**src/rtl/controller_multicycle_rv32i_pkg.sv**
```systemverilog
// Shared types for the multicycle RV32I controller: ALU ops, FSM states, decoded instruction.
// Latency: none (types, constants and pure helper functions only).
// Backpressure: not applicable.
package controller_multicycle_rv32i_pkg;

  typedef enum logic [4:0] {
    AluOp_Unknown = 5'd0,
    AluOp_ADD, AluOp_SUB, AluOp_SLL, AluOp_SLT, AluOp_SLTU,
    AluOp_XOR, AluOp_SRL, AluOp_SRA, AluOp_OR, AluOp_AND,
    AluOp_MUL, AluOp_MULH, AluOp_MULHSU, AluOp_MULHU,
    AluOp_DIV, AluOp_DIVU, AluOp_REM, AluOp_REMU
  } AluOp;

  typedef enum logic [2:0] {
    CtrlState_Fetch, CtrlState_Decode, CtrlState_Exec, CtrlState_Mem,
    CtrlState_Wb, CtrlState_AluWait, CtrlState_Halt
  } CtrlState;

  typedef enum logic [3:0] {
    InstClass_Alu, InstClass_Lui, InstClass_Auipc, InstClass_Branch,
    InstClass_Jal, InstClass_Jalr, InstClass_Fence, InstClass_Load,
    InstClass_Store, InstClass_MulDiv
  } InstClass;

  typedef struct packed {
    InstClass   instClass;
    AluOp       aluOp;
    logic [1:0] operandASel;
    logic       operandBSel;
    logic [1:0] regWrDataSel;
    logic [1:0] pcNextSel;
    logic [1:0] memSize;
    logic       memUnsigned;
    logic [2:0] funct3;
    logic       illegal;
  } DecodedInst;

  // Register write-data, PC and operand selects shared with the single-cycle controller
  localparam logic [1:0] wrSelAlu    = 2'b00;
  localparam logic [1:0] wrSelMem    = 2'b01;
  localparam logic [1:0] wrSelPc4    = 2'b10;
  localparam logic [1:0] pcSelPlus4  = 2'b00;
  localparam logic [1:0] pcSelOffset = 2'b01;
  localparam logic [1:0] pcSelRs1    = 2'b10;
  localparam logic [1:0] opASelRs1   = 2'b00;
  localparam logic [1:0] opASelPc    = 2'b01;
  localparam logic [1:0] opASelZero  = 2'b10;
  localparam logic [1:0] memSizeWord = 2'b10;

  // Base integer op from funct3; alt selects SUB/SRA
  function automatic AluOp aluOpFor(input logic [2:0] funct3, input logic alt);
    case (funct3)
      3'b000:  return alt ? AluOp_SUB : AluOp_ADD;
      3'b001:  return AluOp_SLL;
      3'b010:  return AluOp_SLT;
      3'b011:  return AluOp_SLTU;
      3'b100:  return AluOp_XOR;
      3'b101:  return alt ? AluOp_SRA : AluOp_SRL;
      3'b110:  return AluOp_OR;
      default: return AluOp_AND;
    endcase
  endfunction

  function automatic AluOp mulDivOp(input logic [2:0] funct3);
    case (funct3)
      3'b000:  return AluOp_MUL;
      3'b001:  return AluOp_MULH;
      3'b010:  return AluOp_MULHSU;
      3'b011:  return AluOp_MULHU;
      3'b100:  return AluOp_DIV;
      3'b101:  return AluOp_DIVU;
      3'b110:  return AluOp_REM;
      default: return AluOp_REMU;
    endcase
  endfunction

  // Branch condition from funct3 and the datapath comparator flags
  function automatic logic branchTaken(input logic [2:0] funct3, input logic isEq,
                                       input logic isLt, input logic isLtu);
    case (funct3)
      3'b000:  return isEq;
      3'b001:  return !isEq;
      3'b100:  return isLt;
      3'b101:  return !isLt;
      3'b110:  return isLtu;
      3'b111:  return !isLtu;
      default: return 1'b0;
    endcase
  endfunction

endpackage

```
**src/rtl/rv32i_decoder.sv**
```systemverilog
// Combinational RV32I(+M) decoder: instruction register -> DecodedInst.
// Latency: 0 cycles (pure combinational).
// Backpressure: none; output follows the instruction register.
module rv32i_decoder
  import controller_multicycle_rv32i_pkg::*;
#(
  parameter bit ENABLE_M = 1'b0
) (
  input  logic [31:0] inst,
  output DecodedInst  decoded
);

  logic [6:0] opcode;
  logic [2:0] funct3;
  logic [6:0] funct7;
  logic       unusedBits;

  assign opcode = inst[6:0];
  assign funct3 = inst[14:12];
  assign funct7 = inst[31:25];
  // Register indices and immediates belong to the datapath, not the controller
  assign unusedBits = ^{inst[24:15], inst[11:7]};

  // Classify the instruction and pick its ALU op and datapath selects
  always_comb begin
    decoded              = '0;
    decoded.instClass    = InstClass_Alu;
    decoded.aluOp        = AluOp_Unknown;
    decoded.operandASel  = opASelRs1;
    decoded.operandBSel  = 1'b0;
    decoded.regWrDataSel = wrSelAlu;
    decoded.pcNextSel    = pcSelPlus4;
    decoded.memSize      = funct3[1:0];
    decoded.memUnsigned  = funct3[2];
    decoded.funct3       = funct3;
    decoded.illegal      = 1'b0;
    case (opcode)
      7'b0110011: begin
        if (funct7 == 7'b0000000) begin
          decoded.aluOp = aluOpFor(funct3, 1'b0);
        end else if (funct7 == 7'b0100000 && (funct3 == 3'b000 || funct3 == 3'b101)) begin
          decoded.aluOp = aluOpFor(funct3, 1'b1);
        end else if (ENABLE_M && funct7 == 7'b0000001) begin
          decoded.instClass = InstClass_MulDiv;
          decoded.aluOp     = mulDivOp(funct3);
        end else begin
          decoded.illegal = 1'b1;
        end
      end
      7'b0010011: begin
        decoded.operandBSel = 1'b1;
        if (funct3 == 3'b001) begin
          decoded.aluOp   = AluOp_SLL;
          decoded.illegal = (funct7 != 7'b0000000);
        end else if (funct3 == 3'b101) begin
          decoded.aluOp   = (funct7 == 7'b0100000) ? AluOp_SRA : AluOp_SRL;
          decoded.illegal = (funct7 != 7'b0000000) && (funct7 != 7'b0100000);
        end else begin
          decoded.aluOp = aluOpFor(funct3, 1'b0);
        end
      end
      7'b0110111: begin
        decoded.instClass   = InstClass_Lui;
        decoded.aluOp       = AluOp_ADD;
        decoded.operandASel = opASelZero;
        decoded.operandBSel = 1'b1;
      end
      7'b0010111: begin
        decoded.instClass   = InstClass_Auipc;
        decoded.aluOp       = AluOp_ADD;
        decoded.operandASel = opASelPc;
        decoded.operandBSel = 1'b1;
      end
      7'b1101111: begin
        decoded.instClass    = InstClass_Jal;
        decoded.aluOp        = AluOp_ADD;
        decoded.operandASel  = opASelPc;
        decoded.operandBSel  = 1'b1;
        decoded.regWrDataSel = wrSelPc4;
        decoded.pcNextSel    = pcSelOffset;
      end
      7'b1100111: begin
        decoded.instClass    = InstClass_Jalr;
        decoded.aluOp        = AluOp_ADD;
        decoded.operandBSel  = 1'b1;
        decoded.regWrDataSel = wrSelPc4;
        decoded.pcNextSel    = pcSelRs1;
        decoded.illegal      = (funct3 != 3'b000);
      end
      7'b1100011: begin
        // Comparison comes from the datapath flags; the ALU just sees rs1-rs2
        decoded.instClass = InstClass_Branch;
        decoded.aluOp     = AluOp_SUB;
        decoded.illegal   = (funct3[2:1] == 2'b01);
      end
      7'b0000011: begin
        decoded.instClass   = InstClass_Load;
        decoded.aluOp       = AluOp_ADD;
        decoded.operandBSel = 1'b1;
        decoded.illegal     = (funct3 == 3'b011) || (funct3 == 3'b110) || (funct3 == 3'b111);
      end
      7'b0100011: begin
        decoded.instClass   = InstClass_Store;
        decoded.aluOp       = AluOp_ADD;
        decoded.operandBSel = 1'b1;
        decoded.illegal     = (funct3[2] == 1'b1) || (funct3[1:0] == 2'b11);
      end
      7'b0001111: begin
        decoded.instClass = InstClass_Fence;
        decoded.illegal   = (funct3 != 3'b000);
      end
      // SYSTEM (ECALL/EBREAK/CSR) and unknown opcodes trap
      default: decoded.illegal = 1'b1;
    endcase
  end

endmodule

```
**src/rtl/controller_multicycle_rv32i.sv**
```systemverilog
// Multicycle RV32I control FSM: FETCH/DECODE/EXEC/MEM/WB with optional M-unit wait and HALT trap.
// Latency: ALU/branch/jump 3, store 4, load 5, M-op 4+busy cycles at zero-wait memory.
// Backpressure: memory requests held until i_MemReady (optional timeout); M-ops wait on i_AluReady.
module controller_multicycle_rv32i
  import controller_multicycle_rv32i_pkg::*;
#(
  parameter bit ENABLE_M    = 1'b0,
  parameter int MEM_TIMEOUT = 0,
  parameter int TMO_W       = $clog2(MEM_TIMEOUT + 1) + 1
) (
  input  logic        i_Clock,
  input  logic        i_Reset,
  input  logic [31:0] i_Inst,
  input  logic        i_IsEQ,
  input  logic        i_IsLT,
  input  logic        i_IsLTU,
  input  logic        i_MemReady,
  input  logic        i_AluReady,
  output logic        o_MemRdEnable,
  output logic        o_MemWrEnable,
  output logic        o_MemAddrSel,
  output logic [1:0]  o_MemSize,
  output logic        o_MemUnsigned,
  output logic        o_IRWrEnable,
  output logic        o_PCWrEnable,
  output logic [1:0]  o_PCNextSel,
  output AluOp        o_AluControl,
  output logic        o_AluStart,
  output logic [1:0]  o_OperandASel,
  output logic        o_OperandBSel,
  output logic        o_RegWrEnable,
  output logic [1:0]  o_RegWrDataSel,
  output logic        o_Retire,
  output logic        o_Illegal,
  output logic        o_BusFault
);

  localparam logic [TMO_W-1:0] tmoLast = TMO_W'(MEM_TIMEOUT > 0 ? MEM_TIMEOUT - 1 : 0);

  CtrlState         state;
  logic [TMO_W-1:0] waitCount;
  logic             illegalFlag;
  logic             busFaultFlag;
  logic             timeoutHit;
  DecodedInst       dec;

  rv32i_decoder #(.ENABLE_M(ENABLE_M)) decoder (
    .inst    (i_Inst),
    .decoded (dec)
  );

  // The current wait cycle is the last one allowed before a bus fault
  assign timeoutHit = (MEM_TIMEOUT != 0) && (waitCount == tmoLast);

  assign o_Illegal  = illegalFlag;
  assign o_BusFault = busFaultFlag;

  // State sequencing, memory wait counter and sticky trap flags
  always_ff @(posedge i_Clock or negedge i_Reset) begin
    if (!i_Reset) begin
      state        <= CtrlState_Fetch;
      waitCount    <= '0;
      illegalFlag  <= 1'b0;
      busFaultFlag <= 1'b0;
    end else begin
      case (state)
        CtrlState_Fetch: begin
          if (i_MemReady) begin
            state     <= CtrlState_Decode;
            waitCount <= '0;
          end else if (timeoutHit) begin
            state        <= CtrlState_Halt;
            busFaultFlag <= 1'b1;
          end else if (MEM_TIMEOUT != 0) begin
            waitCount <= waitCount + TMO_W'(1);
          end
        end
        CtrlState_Decode: begin
          waitCount <= '0;
          if (dec.illegal) begin
            state       <= CtrlState_Halt;
            illegalFlag <= 1'b1;
          end else begin
            state <= CtrlState_Exec;
          end
        end
        CtrlState_Exec: begin
          waitCount <= '0;
          case (dec.instClass)
            InstClass_Load, InstClass_Store: state <= CtrlState_Mem;
            InstClass_MulDiv:                state <= CtrlState_AluWait;
            default:                         state <= CtrlState_Fetch;
          endcase
        end
        CtrlState_Mem: begin
          if (i_MemReady) begin
            state     <= (dec.instClass == InstClass_Store) ? CtrlState_Fetch : CtrlState_Wb;
            waitCount <= '0;
          end else if (timeoutHit) begin
            state        <= CtrlState_Halt;
            busFaultFlag <= 1'b1;
          end else if (MEM_TIMEOUT != 0) begin
            waitCount <= waitCount + TMO_W'(1);
          end
        end
        CtrlState_Wb: begin
          waitCount <= '0;
          state     <= CtrlState_Fetch;
        end
        CtrlState_AluWait: begin
          waitCount <= '0;
          if (i_AluReady) state <= CtrlState_Fetch;
        end
        default: begin
          waitCount <= '0;
          state     <= CtrlState_Halt;
        end
      endcase
    end
  end

  // Datapath controls from current state and decoded IR; all forced low while in reset
  always_comb begin
    o_MemRdEnable  = 1'b0;
    o_MemWrEnable  = 1'b0;
    o_MemAddrSel   = 1'b0;
    o_MemSize      = 2'b00;
    o_MemUnsigned  = 1'b0;
    o_IRWrEnable   = 1'b0;
    o_PCWrEnable   = 1'b0;
    o_PCNextSel    = pcSelPlus4;
    o_AluControl   = AluOp_Unknown;
    o_AluStart     = 1'b0;
    o_OperandASel  = opASelRs1;
    o_OperandBSel  = 1'b0;
    o_RegWrEnable  = 1'b0;
    o_RegWrDataSel = wrSelAlu;
    o_Retire       = 1'b0;
    if (i_Reset) begin
      case (state)
        CtrlState_Fetch: begin
          o_MemRdEnable = 1'b1;
          o_MemSize     = memSizeWord;
          o_IRWrEnable  = i_MemReady;
        end
        CtrlState_Exec: begin
          o_AluControl  = dec.aluOp;
          o_OperandASel = dec.operandASel;
          o_OperandBSel = dec.operandBSel;
          case (dec.instClass)
            InstClass_Alu, InstClass_Lui, InstClass_Auipc, InstClass_Jal, InstClass_Jalr: begin
              o_RegWrEnable  = 1'b1;
              o_RegWrDataSel = dec.regWrDataSel;
              o_PCWrEnable   = 1'b1;
              o_PCNextSel    = dec.pcNextSel;
              o_Retire       = 1'b1;
            end
            InstClass_Branch: begin
              o_PCWrEnable = 1'b1;
              o_PCNextSel  = branchTaken(dec.funct3, i_IsEQ, i_IsLT, i_IsLTU) ? pcSelOffset : pcSelPlus4;
              o_Retire     = 1'b1;
            end
            InstClass_Fence: begin
              o_PCWrEnable = 1'b1;
              o_Retire     = 1'b1;
            end
            InstClass_MulDiv: o_AluStart = 1'b1;
            default: ;
          endcase
        end
        CtrlState_Mem: begin
          // Keep the address computation alive for the whole access
          o_AluControl  = dec.aluOp;
          o_OperandASel = dec.operandASel;
          o_OperandBSel = dec.operandBSel;
          o_MemAddrSel  = 1'b1;
          o_MemSize     = dec.memSize;
          o_MemUnsigned = dec.memUnsigned;
          if (dec.instClass == InstClass_Store) begin
            o_MemWrEnable = 1'b1;
            o_PCWrEnable  = i_MemReady;
            o_Retire      = i_MemReady;
          end else begin
            o_MemRdEnable = 1'b1;
          end
        end
        CtrlState_Wb: begin
          o_RegWrEnable  = 1'b1;
          o_RegWrDataSel = wrSelMem;
          o_PCWrEnable   = 1'b1;
          o_Retire       = 1'b1;
        end
        CtrlState_AluWait: begin
          o_AluControl  = dec.aluOp;
          o_OperandASel = dec.operandASel;
          o_OperandBSel = dec.operandBSel;
          if (i_AluReady) begin
            o_RegWrEnable = 1'b1;
            o_PCWrEnable  = 1'b1;
            o_Retire      = 1'b1;
          end
        end
        default: ;
      endcase
    end
  end

endmodule

```
**config.mk**
```make
export PLATFORM = sky130hd
export DESIGN_NAME = controller_multicycle_rv32i
export DESIGN_NICKNAME = d
export VERILOG_FILES = /design/src/rtl/controller_multicycle_rv32i_pkg.sv /design/src/rtl/rv32i_decoder.sv /design/src/rtl/controller_multicycle_rv32i.sv
export SDC_FILE = /design/constraint.sdc
export NUM_CORES = 1
export LEC_CHECK = 0
export ABC_AREA = 1
export BUFFER_PORTS_ARGS = -buffer_cell sky130_fd_sc_hd__buf_2
export CAP_MARGIN = 20
export CELL_PAD_IN_SITES_DETAIL_PLACEMENT = 1
export CELL_PAD_IN_SITES_GLOBAL_PLACEMENT = 1
export CORE_ASPECT_RATIO = 1.75
export CORE_UTILIZATION = 29
export CTS_BUF_LIST = sky130_fd_sc_hd__clkbuf_4 sky130_fd_sc_hd__clkbuf_8
export CTS_CLUSTER_SIZE = 25
export DETAILED_ROUTE_END_ITERATION = 12
export PLACE_DENSITY_LB_ADDON = 0.12
export SYNTH_ARGS = -nofsm -noshare
export SYNTH_HDL_FRONTEND = slang
export SYNTH_SLANG_ARGS = --single-unit
```
**constraint.sdc**
```tcl
create_clock -name i_Clock -period 2.2 [get_ports i_Clock]
set_clock_uncertainty 0.05 [all_clocks]
set_input_delay 0.33 -clock i_Clock [delete_from_list [all_inputs] [get_ports i_Clock]]
set_output_delay 0.33 -clock i_Clock [all_outputs]
set_load 0.01 [all_outputs]
```
==> run_results.csv <==
group,metric,value,unit
power,p_clk_share,21.3,%
setup_path,slowest_stage,"dfrtp_1",
sta,setup_viol,0,
setup_path,crit_path_max_incr_delay,0.41,ns
power,comb_power_share,60.7,%
power,sw_frac_of_total,46.1,%
yosys,synth_seq_area_share,10.0,%
setup_path,worst-path-max-fanout,5,
setup_path,crit_path_frequent_cell,"nand2_1",
drt,wl,3500,um
yosys,synth_area,1000,um2
cells_and_area,nets,285,
clock_tree,clkLatencyLatePin,0.21,ns
drt,num_vias,1397,
power,cellPowerDensity,533,nW/um2
setup_path,crit_path_start_kind,"register",
setup_path,cp.required,1.82,ns
power,internal-power,0.000377,W
placed_design,place_hpwl,3080,um
yosys,syn_inst,194,
sta,slew_violations,0,
setup_path,r2r_slack,0.65,ns
drt,antenna_left,0,
floorplanning,start_util,31.2,%
drt,viasPerCell,4.90,
sta,fin_tns_setup,0,ns
floorplanning,rows,27,
yosys,synth_warnings,0,
clock_tree,cts_buffers,3,
grt,grt_pass1_wl,5760,um
placed_design,place.port_buffers,45,
yosys,avgSynthCellArea,5.15,um2
clock_tree,path_clk_slew,0.03,ns
cells_and_area,drive_gt1_share,31.4,%
power,p_seq_share,18.0,%
placed_design,dpl.cell_count,281,
sta,timing.final.ws_setup,0.150,ns
drt,drc,0,
power,p_sw,0.000323,W
cells_and_area,areaGrowthSynthToFinish,31.4,%
worst_hold_path,min_path_type,"input pin to register",
clock_tree,numClockSinks,4,
grt,grt_max_degree,10,
sta,max_freq,488,MHz
yosys,yosysUniqueCellTypes,28,
cells_and_area,n_antenna_cell,0,
placed_design,place_congestion,0.784,
grt,grt_pass1_vias,1424,
placed_design,place_ws,0.210,ns
floorplanning,die_x,46.4,um
floorplanning,fp.dieH,79.7,um
setup_path,cp-end-kind,"output port",
setup_path,critPathArrivalTime,1.67,ns
clock_tree,root_buffer,"clkbuf_8",
yosys,ys_seq_elements,4,
power,total_power,0.000700,W
clock_tree,htreeDepth,1,
job,maxCapViolations,0,
sta,final_hold_viol_count,0,
cells_and_area,layout_common_cells,"nand2_1, buf_2, nor2_1, inv_1, inv_2",
clock_tree,cts_tree,"done",
floorplanning,core_area,3210,um2
cells_and_area,layoutNonFillerInstCount,285,
cells_and_area,fillCellCount,497,
sta,rsz0062_at_grt,"false",
outcome,status,"finished, final reports clean",
drt,wl_per_cell,12.3,um
drt,firstDrtPassIters,3,
sta,fin_crit_sh,93.2,%
grt,antenna_found_initial,0,
sta,min_period,2.05,ns
grt,track_usage,20.5,%
floorplanning,die_area,3700,um2
setup_path,critPathKind,"register to output port",
power,p_leak,0.723,nW
floorplanning,io_pins,64,
grt,gr-total-overflow,0,
cells_and_area,mostFrequentLayoutCell,"nand2_1",
clock_tree,clock_path_buffers,2,
power,irDropWorstVdd,0.000297,V
drt,drt_iter0_drc,6,
setup_path,path_cells,"inv_1 > nand2_1 > nor2_1 > inv_1 > nand2_1 > nand2_1 > o21bai_2 > a31oi_1 > buf_2",
final timing paths:
| kind | startpoint | cells after the start | to |
|---|---|---|---|
| worst max-delay path | state[1] | 9 | o_AluControl[1] |
| worst min-delay path | i_MemReady | 2 | state[0] |
| worst max register to register | state[1] | 9 | state[0] |
| worst min register to register | o_Illegal | 2 | o_Illegal |
| max in group asynchronous | i_Reset | 2 | state[0] |
| min in group asynchronous | i_Reset | 2 | state[2] |
cells by family (layout without fill, tap and decap cells):
group / count (synthesis) / count (layout) / share of synthesized area, %
buffers and inverters: 33 / 79 / 14.6
flip-flops: 4 / 4 / 10.0
AND/OR/NAND/NOR: 126 / 126 / 55.8
adder cells (fa/ha/maj): 2 / 2 / 2.50
AO/OA/AOI/OAI: 28 / 28 / 16.6
other: 1 / 3 / 0.375
cell type report:
cell class	instances	area (um2)	area share [%]
flip-flops and latches	4	100	7.62
multi-input cells	159	763	58.1
well taps	43	53.8	4.10
inverters	28	105	8.00
repair buffers	48	250	19.0
clock buffers	3	41.3	3.14
state kept, by name, summed over array words and instances (netlist names):
name and count:
state 3, o_Illegal 1
worst max-delay path: cells and delay by family, from the launching register on:
family / cells / cell delay [ns]
AO/OA/AOI/OAI: 2 / 0.40
buffers and inverters: 3 / 0.32
AND/OR/NAND/NOR: 4 / 0.31
flip-flops: 1 / 0.41
synthesized netlist by cell type (all sizes together):
cell type,number,area [um2]
nand2,60,235
nor2,41,179
inv,28,105
nand3,12,70.1
o21ai,10,53.8
a21oi,7,35.0
nor3,7,35.0
a31oi,6,37.5
buf,5,41.3
dfrtp,4,100
o211ai,3,22.5
ha,2,25.0
nor4,2,12.5
and2,1,6.26
conb,1,3.75
nand4,1,6.26
nor3b,1,7.51
o21bai,1,11.3
o22ai,1,6.26
or2,1,6.26
layer usage:
| metal | wire length [um] | up-vias | track usage, % |
|---|---|---|---|
| met3 | 49 | 2 | 1.81 |
| met4 | 27 | 0 | 4.71 |
| li1 | - | 715 | - |
| met5 | 0 | - | 0 |
| met1 | 1290 | 658 | 19.3 |
| met2 | 2130 | 22 | 42.4 |
stage by stage:
stage	utilization, %	hold slack (ns)	cell area [um2]
after floorplan	-	-0.0156	1010
after global placement	39.3	0.135	1260
after detailed placement	39.3	0.135	1260
final	40.9	0.344	1310
after CTS	40.9	0.308	1310
after global routing	40.9	0.343	1310
power by group through the flow:
| stage | registers (W) | logic (W) | clock network [W] |
|---|---|---|---|
| 3_3_place_gp | 0.000127 | 0.000421 | 0 |
| 3_5_place_dp | 0.000127 | 0.000422 | 0 |
| 5_1_grt | 0.000129 | 0.000487 | 0.000158 |
| 4_1_cts | 0.000126 | 0.000425 | 0.000151 |
| 6_report | 0.000126 | 0.000425 | 0.000149 |
| 2_1_floorplan | 0.000125 | 0.000281 | 0 |
repair_timing:
| action | in CTS | in global routing |
|---|---|---|
| setup buffers | 0 | 0 |
| setup endpoints to repair | 0 | 1 |
| gates resized for setup | 0 | 1 |
| hold buffers | 1 | 0 |
| endpoints found under the hold margin | 4 | 0 |
Power figures use the tool's default switching activity.
